File: src/rtl/seq_bit_serializer_pkg.sv
// Shared types and helpers for the bit serializer (seq_ser_pkg).
// Optional feature macro used by the slice: SEQ_SER_HOLD_BUF_EN.
package seq_ser_pkg;

  localparam int unsigned W_DEFAULT = 16;

  typedef enum logic {
    IDLE  = 1'b0,
    SHIFT = 1'b1
  } state_t;

  // Width of the down-counter that indexes bits W-1..0.
  function automatic int unsigned cnt_width(input int unsigned w);
    return (w < 2) ? 1 : $clog2(w);
  endfunction

endpackage

File: src/rtl/seq_bit_serializer_if.sv
// Word-in / bit-out bus of the serializer.
// master drives words and observes the serial side; slave is the serializer.
// Macro SEQ_SER_HOLD_BUF_EN does not change this interface.
interface seq_bit_serializer_if
  import seq_ser_pkg::*;
#(
  parameter int unsigned W = W_DEFAULT
);

  logic [W-1:0] in_data;
  logic         in_valid;
  logic         in_ready;
  logic         ser_out;
  logic         ser_valid;
  logic         word_done;
  logic         busy;

  modport master (
    output in_data,
    output in_valid,
    input  in_ready,
    input  ser_out,
    input  ser_valid,
    input  word_done,
    input  busy
  );

  modport slave (
    input  in_data,
    input  in_valid,
    output in_ready,
    output ser_out,
    output ser_valid,
    output word_done,
    output busy
  );

endinterface

File: src/rtl/seq_bit_serializer_hold_buf.sv
// One-entry holding register (seq_ser_hold_buf) that lets the next word
// wait while the current one shifts out. Compiled only with
// SEQ_SER_HOLD_BUF_EN defined.
`ifdef SEQ_SER_HOLD_BUF_EN
module seq_ser_hold_buf
  import seq_ser_pkg::*;
#(
  parameter int unsigned W = W_DEFAULT
) (
  input  logic         clk,
  input  logic         rst,
  input  logic         fill,
  input  logic [W-1:0] fill_data,
  input  logic         drain,
  output logic         full,
  output logic [W-1:0] data
);

  // Capture on fill, release on drain; the two are never requested together.
  always_ff @(posedge clk) begin
    if (rst) begin
      full <= 1'b0;
      data <= '0;
    end else if (fill) begin
      full <= 1'b1;
      data <= fill_data;
    end else if (drain) begin
      full <= 1'b0;
    end
  end

endmodule
`endif

File: src/rtl/seq_bit_serializer.sv
// Parallel-to-serial feeder for the sequence detectors: words in over
// valid/ready, bits out MSB-first with a bit-valid strobe.
// SEQ_SER_HOLD_BUF_EN: adds a one-entry holding buffer for gapless streaming;
// without it, one idle cycle separates consecutive words.
module seq_bit_serializer
  import seq_ser_pkg::*;
#(
  parameter int unsigned W = W_DEFAULT
) (
  input  logic                clk,
  input  logic                rst,
  seq_bit_serializer_if.slave bus
);

  localparam int unsigned   CW      = cnt_width(W);
  localparam logic [CW-1:0] CNT_MAX = CW'(W - 1);

  state_t        state;
  logic [W-1:0]  sh;
  logic [CW-1:0] cnt;
  logic          ser_out_q;
  logic          ser_valid_q;
  logic          word_done_q;
  logic          busy_q;

  logic          xfer;
  logic          last;
  logic          load;
  logic [W-1:0]  load_data;

  assign xfer = bus.in_valid && bus.in_ready;
  assign last = (state == SHIFT) && (cnt == '0);

`ifdef SEQ_SER_HOLD_BUF_EN
  logic         buf_full;
  logic [W-1:0] buf_data;
  logic         buf_fill;
  logic         buf_drain;

  assign bus.in_ready = !buf_full;
  assign buf_fill     = xfer && (state == SHIFT) && !last;
  assign buf_drain    = last && buf_full;

  seq_ser_hold_buf #(.W(W)) u_hold_buf (
    .clk       (clk),
    .rst       (rst),
    .fill      (buf_fill),
    .fill_data (bus.in_data),
    .drain     (buf_drain),
    .full      (buf_full),
    .data      (buf_data)
  );

  // Pick the next word: a buffered word has priority; otherwise a transfer
  // arriving while idle or on the last bit goes straight into the shifter.
  always_comb begin
    load      = 1'b0;
    load_data = bus.in_data;
    if (buf_drain) begin
      load      = 1'b1;
      load_data = buf_data;
    end else if (xfer && ((state == IDLE) || last)) begin
      load = 1'b1;
    end
  end
`else
  assign bus.in_ready = (state == IDLE);
  assign load         = xfer;
  assign load_data    = bus.in_data;
`endif

  // Sequencer: the MSB is presented directly at load so the shifter holds
  // only the bits still to come; cnt counts the bits remaining after the
  // one currently on ser_out.
  always_ff @(posedge clk) begin
    if (rst) begin
      state       <= IDLE;
      sh          <= '0;
      cnt         <= '0;
      ser_out_q   <= 1'b0;
      ser_valid_q <= 1'b0;
      word_done_q <= 1'b0;
      busy_q      <= 1'b0;
    end else if (load) begin
      state       <= SHIFT;
      sh          <= {load_data[W-2:0], 1'b0};
      cnt         <= CNT_MAX;
      ser_out_q   <= load_data[W-1];
      ser_valid_q <= 1'b1;
      word_done_q <= 1'b0;
      busy_q      <= 1'b1;
    end else begin
      case (state)
        SHIFT: begin
          if (last) begin
            state       <= IDLE;
            sh          <= '0;
            cnt         <= '0;
            ser_out_q   <= 1'b0;
            ser_valid_q <= 1'b0;
            word_done_q <= 1'b0;
            busy_q      <= 1'b0;
          end else begin
            sh          <= {sh[W-2:0], 1'b0};
            cnt         <= cnt - CW'(1);
            ser_out_q   <= sh[W-1];
            word_done_q <= (cnt == CW'(1));
          end
        end
        default: begin
          state       <= IDLE;
          ser_out_q   <= 1'b0;
          ser_valid_q <= 1'b0;
          word_done_q <= 1'b0;
          busy_q      <= 1'b0;
        end
      endcase
    end
  end

  assign bus.ser_out   = ser_out_q;
  assign bus.ser_valid = ser_valid_q;
  assign bus.word_done = word_done_q;
  assign bus.busy      = busy_q;

endmodule

File: src/flat_wrapper.sv
// flat-port wrapper written by rule: the top's interface ports become plain ports
module seq_bit_serializer_flat import seq_ser_pkg::*;
#(
  parameter int unsigned W = W_DEFAULT
)
  (clk, rst, bus_in_data, bus_in_valid, bus_in_ready, bus_ser_out, bus_ser_valid, bus_word_done, bus_busy);
  seq_bit_serializer_if #(.W(W)) bus_i ();
  input  logic clk;
  input  logic rst;
  input wire logic [$bits(bus_i.in_data)-1:0] bus_in_data;
  input wire logic [$bits(bus_i.in_valid)-1:0] bus_in_valid;
  output wire logic [$bits(bus_i.in_ready)-1:0] bus_in_ready;
  output wire logic [$bits(bus_i.ser_out)-1:0] bus_ser_out;
  output wire logic [$bits(bus_i.ser_valid)-1:0] bus_ser_valid;
  output wire logic [$bits(bus_i.word_done)-1:0] bus_word_done;
  output wire logic [$bits(bus_i.busy)-1:0] bus_busy;
  assign bus_i.in_data = bus_in_data;
  assign bus_i.in_valid = bus_in_valid;
  assign bus_in_ready = bus_i.in_ready;
  assign bus_ser_out = bus_i.ser_out;
  assign bus_ser_valid = bus_i.ser_valid;
  assign bus_word_done = bus_i.word_done;
  assign bus_busy = bus_i.busy;
  seq_bit_serializer #(.W(W)) u_core (.clk(clk), .rst(rst), .bus(bus_i));
endmodule
File: config.mk
export PLATFORM = sky130hd
export DESIGN_NAME = seq_bit_serializer_flat
export DESIGN_NICKNAME = d
export VERILOG_FILES = /design/src/rtl/seq_bit_serializer_pkg.sv /design/src/rtl/seq_bit_serializer_if.sv /design/src/rtl/seq_bit_serializer_hold_buf.sv /design/src/rtl/seq_bit_serializer.sv /design/src/flat_wrapper.sv
export SDC_FILE = /design/constraint.sdc
export NUM_CORES = 1
export LEC_CHECK = 0
export ABC_AREA = 1
export BUFFER_PORTS_ARGS = -buffer_cell sky130_fd_sc_hd__buf_2
export CORE_MARGIN = 8
export CORE_UTILIZATION = 50
export DETAILED_ROUTE_END_ITERATION = 6
export PLACE_DENSITY = 0.74
export SLEW_MARGIN = 0
export SYNTH_ARGS = -nofsm -noshare
export SYNTH_HDL_FRONTEND = slang
export SYNTH_SLANG_ARGS = --single-unit
File: constraint.sdc
create_clock -name clk -period 1.3 [get_ports clk]
set_input_delay 0.195 -clock clk [delete_from_list [all_inputs] [get_ports clk]]
set_output_delay 0.195 -clock clk [all_outputs]
set_load 0.1 [all_outputs]
==> metrics.md, run 1 <==
| Metric | Value |
|---|---|
| Status | `finished, final reports clean` |
| Post-route core utilization | `0.602` |
| Post-CTS setup buffers | `0` |
| Top cells by count, synth | `dfxtp_1, nand3_1, nand2_1, o21ai_1` |
| # hold bufs at CTS | `0` |
| Slew @ Worst Pin | `0.487 ns` |
| CTS clk-pin slew, worst paths | `0.12 ns` |
| Synth cell types | `20` |
| Sink Count | `23` |
| Finished layout cell area | `0.00133 sq mm` |
| First-pass GRT wire length | `4400 microns` |
| Area contributors post-synth | `dfxtp_1, nand3_1, o21ai_2, a21oi_2, o21ai_1` |
| Final critical-path required period | `1.25 ns` |
| H-tree lvl count | `1` |
| Mapped Area | `0.00118 sq mm` |
| Synthesized instance count | `143` |
| Top cell type's share of synthesized area | `0.390` |
| WHS Path Cells | `2` |
| Post-Route WL | `2580 microns` |
| Worst Hold Launch | `rst` |
| # diodes | `0` |
| Syn_nets | `165` |
| P&R area growth vs syn | `12.9%` |
| Iter 0 DRT Violations | `27` |
| Worst-skew pair later-pin latency | `0.31 ns` |
| Vias in the first global route | `1040` |
| Grt ovf | `0` |
| Final Non-Filler Cells | `194` |
| Initial antenna violation count | `0` |
| PD cells | `1240 mW/mm^2` |
| CTS tree | `done` |
| FP Rows | `17` |
| Cts bufs inserted | `3` |
| Clock root buffer | `clkbuf_4` |
| Nets | `189` |
| DRC viols | `0` |
| Critical path type | `flop to primary output` |
| Vias | `1055` |
| Pins Over Slew Limit | `0` |
| Mean Syn Cell Area | `8.25 sq um` |
| Clock skew after layout | `0.00261 ns` |
| Synth warn | `0` |
| Crit Reg-Reg Startpoint | `u_core.cnt[1]` |
| Final ANT Viol Nets | `0` |
| TNS Setup | `0 ns` |
| Total core area | `0.00221 sq mm` |
| Starting density of the core | `0.533` |
| Worst setup EP type | `primary output` |
| Post-DP HPWL | `1840 microns` |
| Commonest register cell after synthesis | `dfxtp_1` |
| Worst hold slack | `0.104 ns` |
| Post-synthesis async set-or-reset flop share | `0` |
| Pleak | `0.558 nW` |
| CP required | `1.11 ns` |
| Inst Count DP | `189` |
| Tcrit/Tclk final | `0.959` |
| Reg2Reg Depth | `5` |
| Relative max-transition margin | `0.678` |
| Buffers on Ports | `23` |
| Worst Path Buf+Inv | `1` |
| Largest net degree at the start of global routing | `21` |
| Die X | `64.6 microns` |
| RSZ-0062 raised after global routing | `false` |
| Placed inst area | `0.00128 sq mm` |
| GPL Wtd Cong | `0.787` |
| Startpoint Class | `flop` |
| Setup violators final | `0` |
| Setup slack, reg-to-reg | `0.12 ns` |
| Max clock buf depth | `2` |
| Maxcap violations | `0` |
| Top delay family on crit path | `buffers and inverters` |
| Total track usage | `0.127` |
| R2r endpoint | `u_core.sh[15]` |
| Cell taking the most area after synthesis | `dfxtp_1` |
| Register area share after synthesis | `0.390` |
| Max FO, Critical Path | `1` |
| Worst min-delay path category | `input port to flop` |
| Full die area | `0.00417 sq mm` |
| Critical path arrival | `1.05 ns` |
| Post-synth EDFFs | `0` |
| Worst path slowest cell | `buf_2` |
| Crit-path cells | `buf_2` |
| Detailed-router iteration count before antenna repair | `4` |
| CP max stage delay | `0.41 ns` |
| Synthesized flop and latch total | `23` |
| Hold path endpoint | `u_core.sh[1]` |
| Final Hold Fails | `0` |
| Layout fillers | `207` |
| Max VDD drop | `0.845 mV` |
| Routed len/inst | `13.3 microns` |
| I/O Pins | `24` |
| Layout cells sized above 1 | `0.355` |
| Fmax | `802 MHz` |
| Most frequent cell after synthesis | `dfxtp_1` |
| Die Span Y | `64.6 microns` |
| Avg Vias per Cell | `5.44` |
timing repair:
item / 4_1_cts / 5_1_grt
setup endpoints to repair: 1 / 4
pin swaps: 0 / 1
cloned: 0 / 1
resized for setup: 2 / 5
placed cells by master, fill, tap and decap left out, types with 2 or more instances in the layout:
master	Yosys	layout
o21ai_2	10	10
nand2_1	16	16
o21ai_0	5	5
ha_1	3	2
o21ai_1	15	15
nand3_1	21	21
nor2_4	2	2
buf_4	3	4
clkbuf_4	0	5
a21oi_1	8	8
inv_1	7	7
nor2_1	10	10
dfxtp_1	23	21
buf_2	1	20
a21oi_2	9	9
power by group:
part | internal (mW) | total, mW | switching (mW)
clock | 0.120 | 0.332 | 0.212
combinational | 0.165 | 0.492 | 0.327
sequential | 0.773 | 0.828 | 0.0549
state kept, by name (all words and copies together) (netlist names):
| name | flops |
|---|---|
| u_core.bus.ser_out | 1 |
| u_core.bus.ser_valid | 1 |
| u_core.bus.word_done | 1 |
| u_core.cnt | 4 |
| u_core.sh | 15 |
| u_core.state | 1 |
worst max path at each step:
stage | from | to | slack (ns) | cells past startpoint
5_1_grt | u_core.bus.word_done | bus_word_done | 0.007 | 1
2_1_floorplan | u_core.bus.ser_valid | bus_ser_valid | 0.07 | 1
3_3_place_gp | u_core.cnt[0] | u_core.bus.ser_valid | 0.17 | 6
3_5_place_dp | u_core.cnt[1] | u_core.bus.ser_valid | 0.11 | 6
4_1_cts | u_core.bus.ser_valid | bus_busy | 0.007 | 1
6_report | u_core.bus.word_done | bus_word_done | 0.05 | 1
worst reg2reg max path, cell delays in order (launching register included):
cell     delay (ns)
dfxtp_1        0.34
inv_1          0.11
ha_2           0.25
nand3_1        0.18
nand3_1        0.15
nand2_1        0.05
final cells by class:
cell class,count,area [sq um],share of cell area
Clock buffer,4,26.3,0.0197
Inverter,11,51.3,0.0385
Multi-Input combinational cell,101,589,0.442
Sequential cell,23,465,0.349
Tap cell,28,35.0,0.0263
Timing Repair Buffer,27,165,0.124
layer usage:
layer	vias up	part of all wire	global-route usage	wire length (microns)
met1	489	0.44	0.142	1130
li1	534	-	-	-
met5	-	0	0	0
met4	0	0.0093	0.0545	24
met2	28	0.48	0.211	1240
met3	4	0.074	0.0481	192
cells by family (layout without fill, tap and decap cells):
logic type | count (synthesis) | after routing | synth area share
DFF | 23 | 23 | 0.390
and+or+nand+nor | 50 | 51 | 0.200
adders and majority gates | 3 | 3 | 0.0318
buffers and inverters | 20 | 42 | 0.118
AOI/OAI and AO/OA | 47 | 47 | 0.260
stage by stage:
stage | power (mW) | worst slack (ns)
after global placement | 1.30 | 0.168
after floorplan | 1.23 | 0.0729
final | 1.65 | 0.0532
after detailed placement | 1.31 | 0.110
after CTS | 1.64 | 0.00707
after global routing | 1.75 | 0.00700
(Power assumes the default switching activity.)
==> run 2, diff against run 1 <==
CORE_UTILIZATION = 53   (was 50)
PLACE_DENSITY = 0.77   (was 0.74)
==> run 2 against run 1 <==
  * Final cell count is 0.52% lower
  * Register-to-register slack lost 0.04 ns
  * Sequential share of layout area increased by 0.43 points
  * Flip-flop and latch count unchanged
  * Clock skew is 0.00081 ns higher
  * Clock-buffer cell count stayed put
  * Via count is 1.7% lower
  * Critical endpoint is now bus_busy
  * Routed wire length fell by 8.4%
  * Critical path depth unchanged
  * Highest routed layer unchanged
  * Critical path type unchanged
==> metrics.md, run 2 (synthesis gave the netlist of run 1 again) <==
| Metric | Value |
|---|---|
| Layout cells sized above 1 | `0.352 (was 0.355)` |
| Crit Reg-Reg Startpoint | `u_core.cnt[0] (was u_core.cnt[1])` |
| Total power draw | `1.62 mW (was 1.65 mW)` |
| PD cells | `1230 mW/mm^2 (was 1240 mW/mm^2)` |
| Layout fillers | `194 (was 207)` |
| Critical path arrival | `1.08 ns (was 1.05 ns)` |
| CTS tree | `done (unchanged)` |
| Full die area | `0.00399 sq mm (was 0.00417 sq mm)` |
| Crit-path cells | `buf_2 (unchanged)` |
| Most frequent cells in the layout | `buf_2, nand3_1, dfxtp_1 (was nand3_1, dfxtp_1, buf_2)` |
| Routed len/inst | `12.3 microns (was 13.3 microns)` |
| Pins Over Slew Limit | `0 (unchanged)` |
| Top delay family on crit path | `buffers and inverters (unchanged)` |
| Inst Count DP | `189 (unchanged)` |
| Die X | `63.2 microns (was 64.6 microns)` |
| Pleak | `0.556 nW (was 0.558 nW)` |
| FP Rows | `17 (unchanged)` |
| Largest net degree at the start of global routing | `19 (was 21)` |
| Largest regs | `u_core.sh: 15 flops, u_core.cnt: 4 flops (unchanged)` |
| RSZ-0062 raised after global routing | `true (was false)` |
| Worst-skew pair later-pin latency | `0.30 ns (was 0.31 ns)` |
| Starting density of the core | `0.549 (was 0.533)` |
| Total core area | `0.00215 sq mm (was 0.00221 sq mm)` |
| Max VDD drop | `0.733 mV (was 0.845 mV)` |
| Final Non-Filler Cells | `193 (was 194)` |
| Worst Path Buf+Inv | `1 (unchanged)` |
| Total track usage | `0.125 (was 0.127)` |
| Nets | `188 (was 189)` |
| Buffers on Ports | `23 (unchanged)` |
| Startpoint Class | `flop (unchanged)` |
| Final Hold Fails | `0 (unchanged)` |
| Max FO, Critical Path | `3 (was 1)` |
| Finished layout cell area | `0.00132 sq mm (was 0.00133 sq mm)` |
| Tcrit/Tclk final | `0.980 (was 0.959)` |
| Reg2Reg Depth | `6 (was 5)` |
| Largest Register | `u_core.sh (unchanged)` |
| Die Span Y | `63.2 microns (was 64.6 microns)` |
| Final ANT Viol Nets | `0 (unchanged)` |
| H-tree lvl count | `1 (unchanged)` |
| Worst hold slack | `0.0955 ns (was 0.104 ns)` |
| Setup violators final | `0 (unchanged)` |
| Status | `finished, final reports clean (unchanged)` |
| # diodes | `0 (unchanged)` |
| Setup slack, reg-to-reg | `0.08 ns (was 0.12 ns)` |
| Critical path type | `flop to primary output (unchanged)` |
| Max FFs per register | `15 (unchanged)` |
| Relative max-transition margin | `0.677 (was 0.678)` |
| Max clock buf depth | `2 (unchanged)` |
| Cts bufs inserted | `3 (unchanged)` |
| # hold bufs at CTS | `0 (unchanged)` |
| I/O Pins | `24 (unchanged)` |
| CP required | `1.11 ns (about the same)` |
| Post-DP HPWL | `1770 microns (was 1840 microns)` |
| Commonest non-fill, non-tap cell in the layout | `buf_2` |
| P&R area growth vs syn | `11.9% (was 12.9%)` |
| Avg Vias per Cell | `5.37 (was 5.44)` |
| CP max stage delay | `0.42 ns (was 0.41 ns)` |
| Grt ovf | `0 (unchanged)` |
| Detailed-router iteration count before antenna repair | `4 (unchanged)` |
| Worst path depth | `1 (unchanged)` |
| Iter 0 DRT Violations | `33 (was 27)` |
| GPL Wtd Cong | `0.820 (was 0.787)` |
| Hold path endpoint | `u_core.cnt[1] (was u_core.sh[1])` |
| CTS clk-pin slew, worst paths | `0.12 ns (about the same)` |
| Sink Count | `23 (unchanged)` |
| Initial antenna violation count | `0 (unchanged)` |
| Worst path slowest cell | `buf_2 (unchanged)` |
| Placed inst area | `0.00128 sq mm (unchanged)` |
| Worst min-delay path category | `input port to flop (unchanged)` |
| Vias | `1037 (was 1055)` |
| Clock root buffer | `clkbuf_4 (unchanged)` |
| Post-Route WL | `2370 microns (was 2580 microns)` |
| Vias in the first global route | `1018 (was 1040)` |
| R2r endpoint | `u_core.bus.ser_valid (was u_core.sh[15])` |
| Clock skew after layout | `0.00341 ns (was 0.00261 ns)` |
| Final critical-path required period | `1.27 ns (was 1.25 ns)` |
| Reg area | `467 sq um (was 465 sq um)` |
| Slew @ Worst Pin | `0.488 ns (was 0.487 ns)` |
| WHS Path Cells | `2 (unchanged)` |
| Fmax | `785 MHz (was 802 MHz)` |
| Maxcap violations | `0 (unchanged)` |
| First-pass GRT wire length | `4240 microns (was 4400 microns)` |
| Worst setup EP type | `primary output (unchanged)` |
| DRC viols | `0 (unchanged)` |
| Footprint of the multi-input gates | `581 sq um (was 589 sq um)` |
| Worst Hold Launch | `rst (unchanged)` |
run 2: cell types whose count changed in the layout (fill, tap and decap cells not counted):
cell	change
buf_2	+2
clkbuf_4	-2
dfxtp_1	-1
dfxtp_2	+1
ha_1	+1
ha_2	-1
nand2_2	-1
run 2: worst max-delay path by stage:
| stage | from | endpoint | slack, ns |
|---|---|---|---|
| after floorplan | u_core.bus.ser_valid | bus_ser_valid | 0.07 |
| after CTS | u_core.state | bus_in_ready | 0.005 |
| after detailed placement | u_core.cnt[0] | u_core.bus.ser_valid | 0.02 |
| after global placement | u_core.cnt[0] | u_core.bus.ser_valid | 0.07 |
| final | u_core.bus.ser_valid | bus_busy | 0.03 |
| after global routing | u_core.bus.ser_valid | bus_ser_valid | -0.01 |
run 2: stage by stage:
stage,utilization,setup TNS (ns),setup slack (ns)
floorplan,-,0,0.0729
finish,0.614,0,0.0266
CTS,0.612,0,0.00521
global placement,0.598,0,0.0733
detailed placement,0.598,0,0.0184
global route,0.614,-0.0284,-0.0114
run 2: report_power, final:
group	switching (mW)	total, mW	internal [mW]
clock network	0.203	0.323	0.120
registers	0.0572	0.831	0.774
logic	0.311	0.465	0.154
total	0.571	1.62	1.05
run 2: area by class of cell:
cell class	count	area share
Sequential cell	23	0.354
Clock buffer	4	0.0199
Timing Repair Buffer	27	0.121
Multi-Input combinational cell	100	0.440
Tap cell	28	0.0265
Inverter	11	0.0389
run 2: metal layers:
metal  vias to the layer above  GRT usage  part of all wire
li1                        528          -                 -
met1                       478      0.148              0.47
met2                        27      0.198              0.45
met3                         4     0.0371             0.060
met4                         0     0.0696             0.012
met5                         -          0                 0
run 2: what timing repair did:
action | in CTS | in global routing
gates resized for setup | 2 | 3
setup buffers | 0 | 0
setup endpoints to repair | 1 | 8
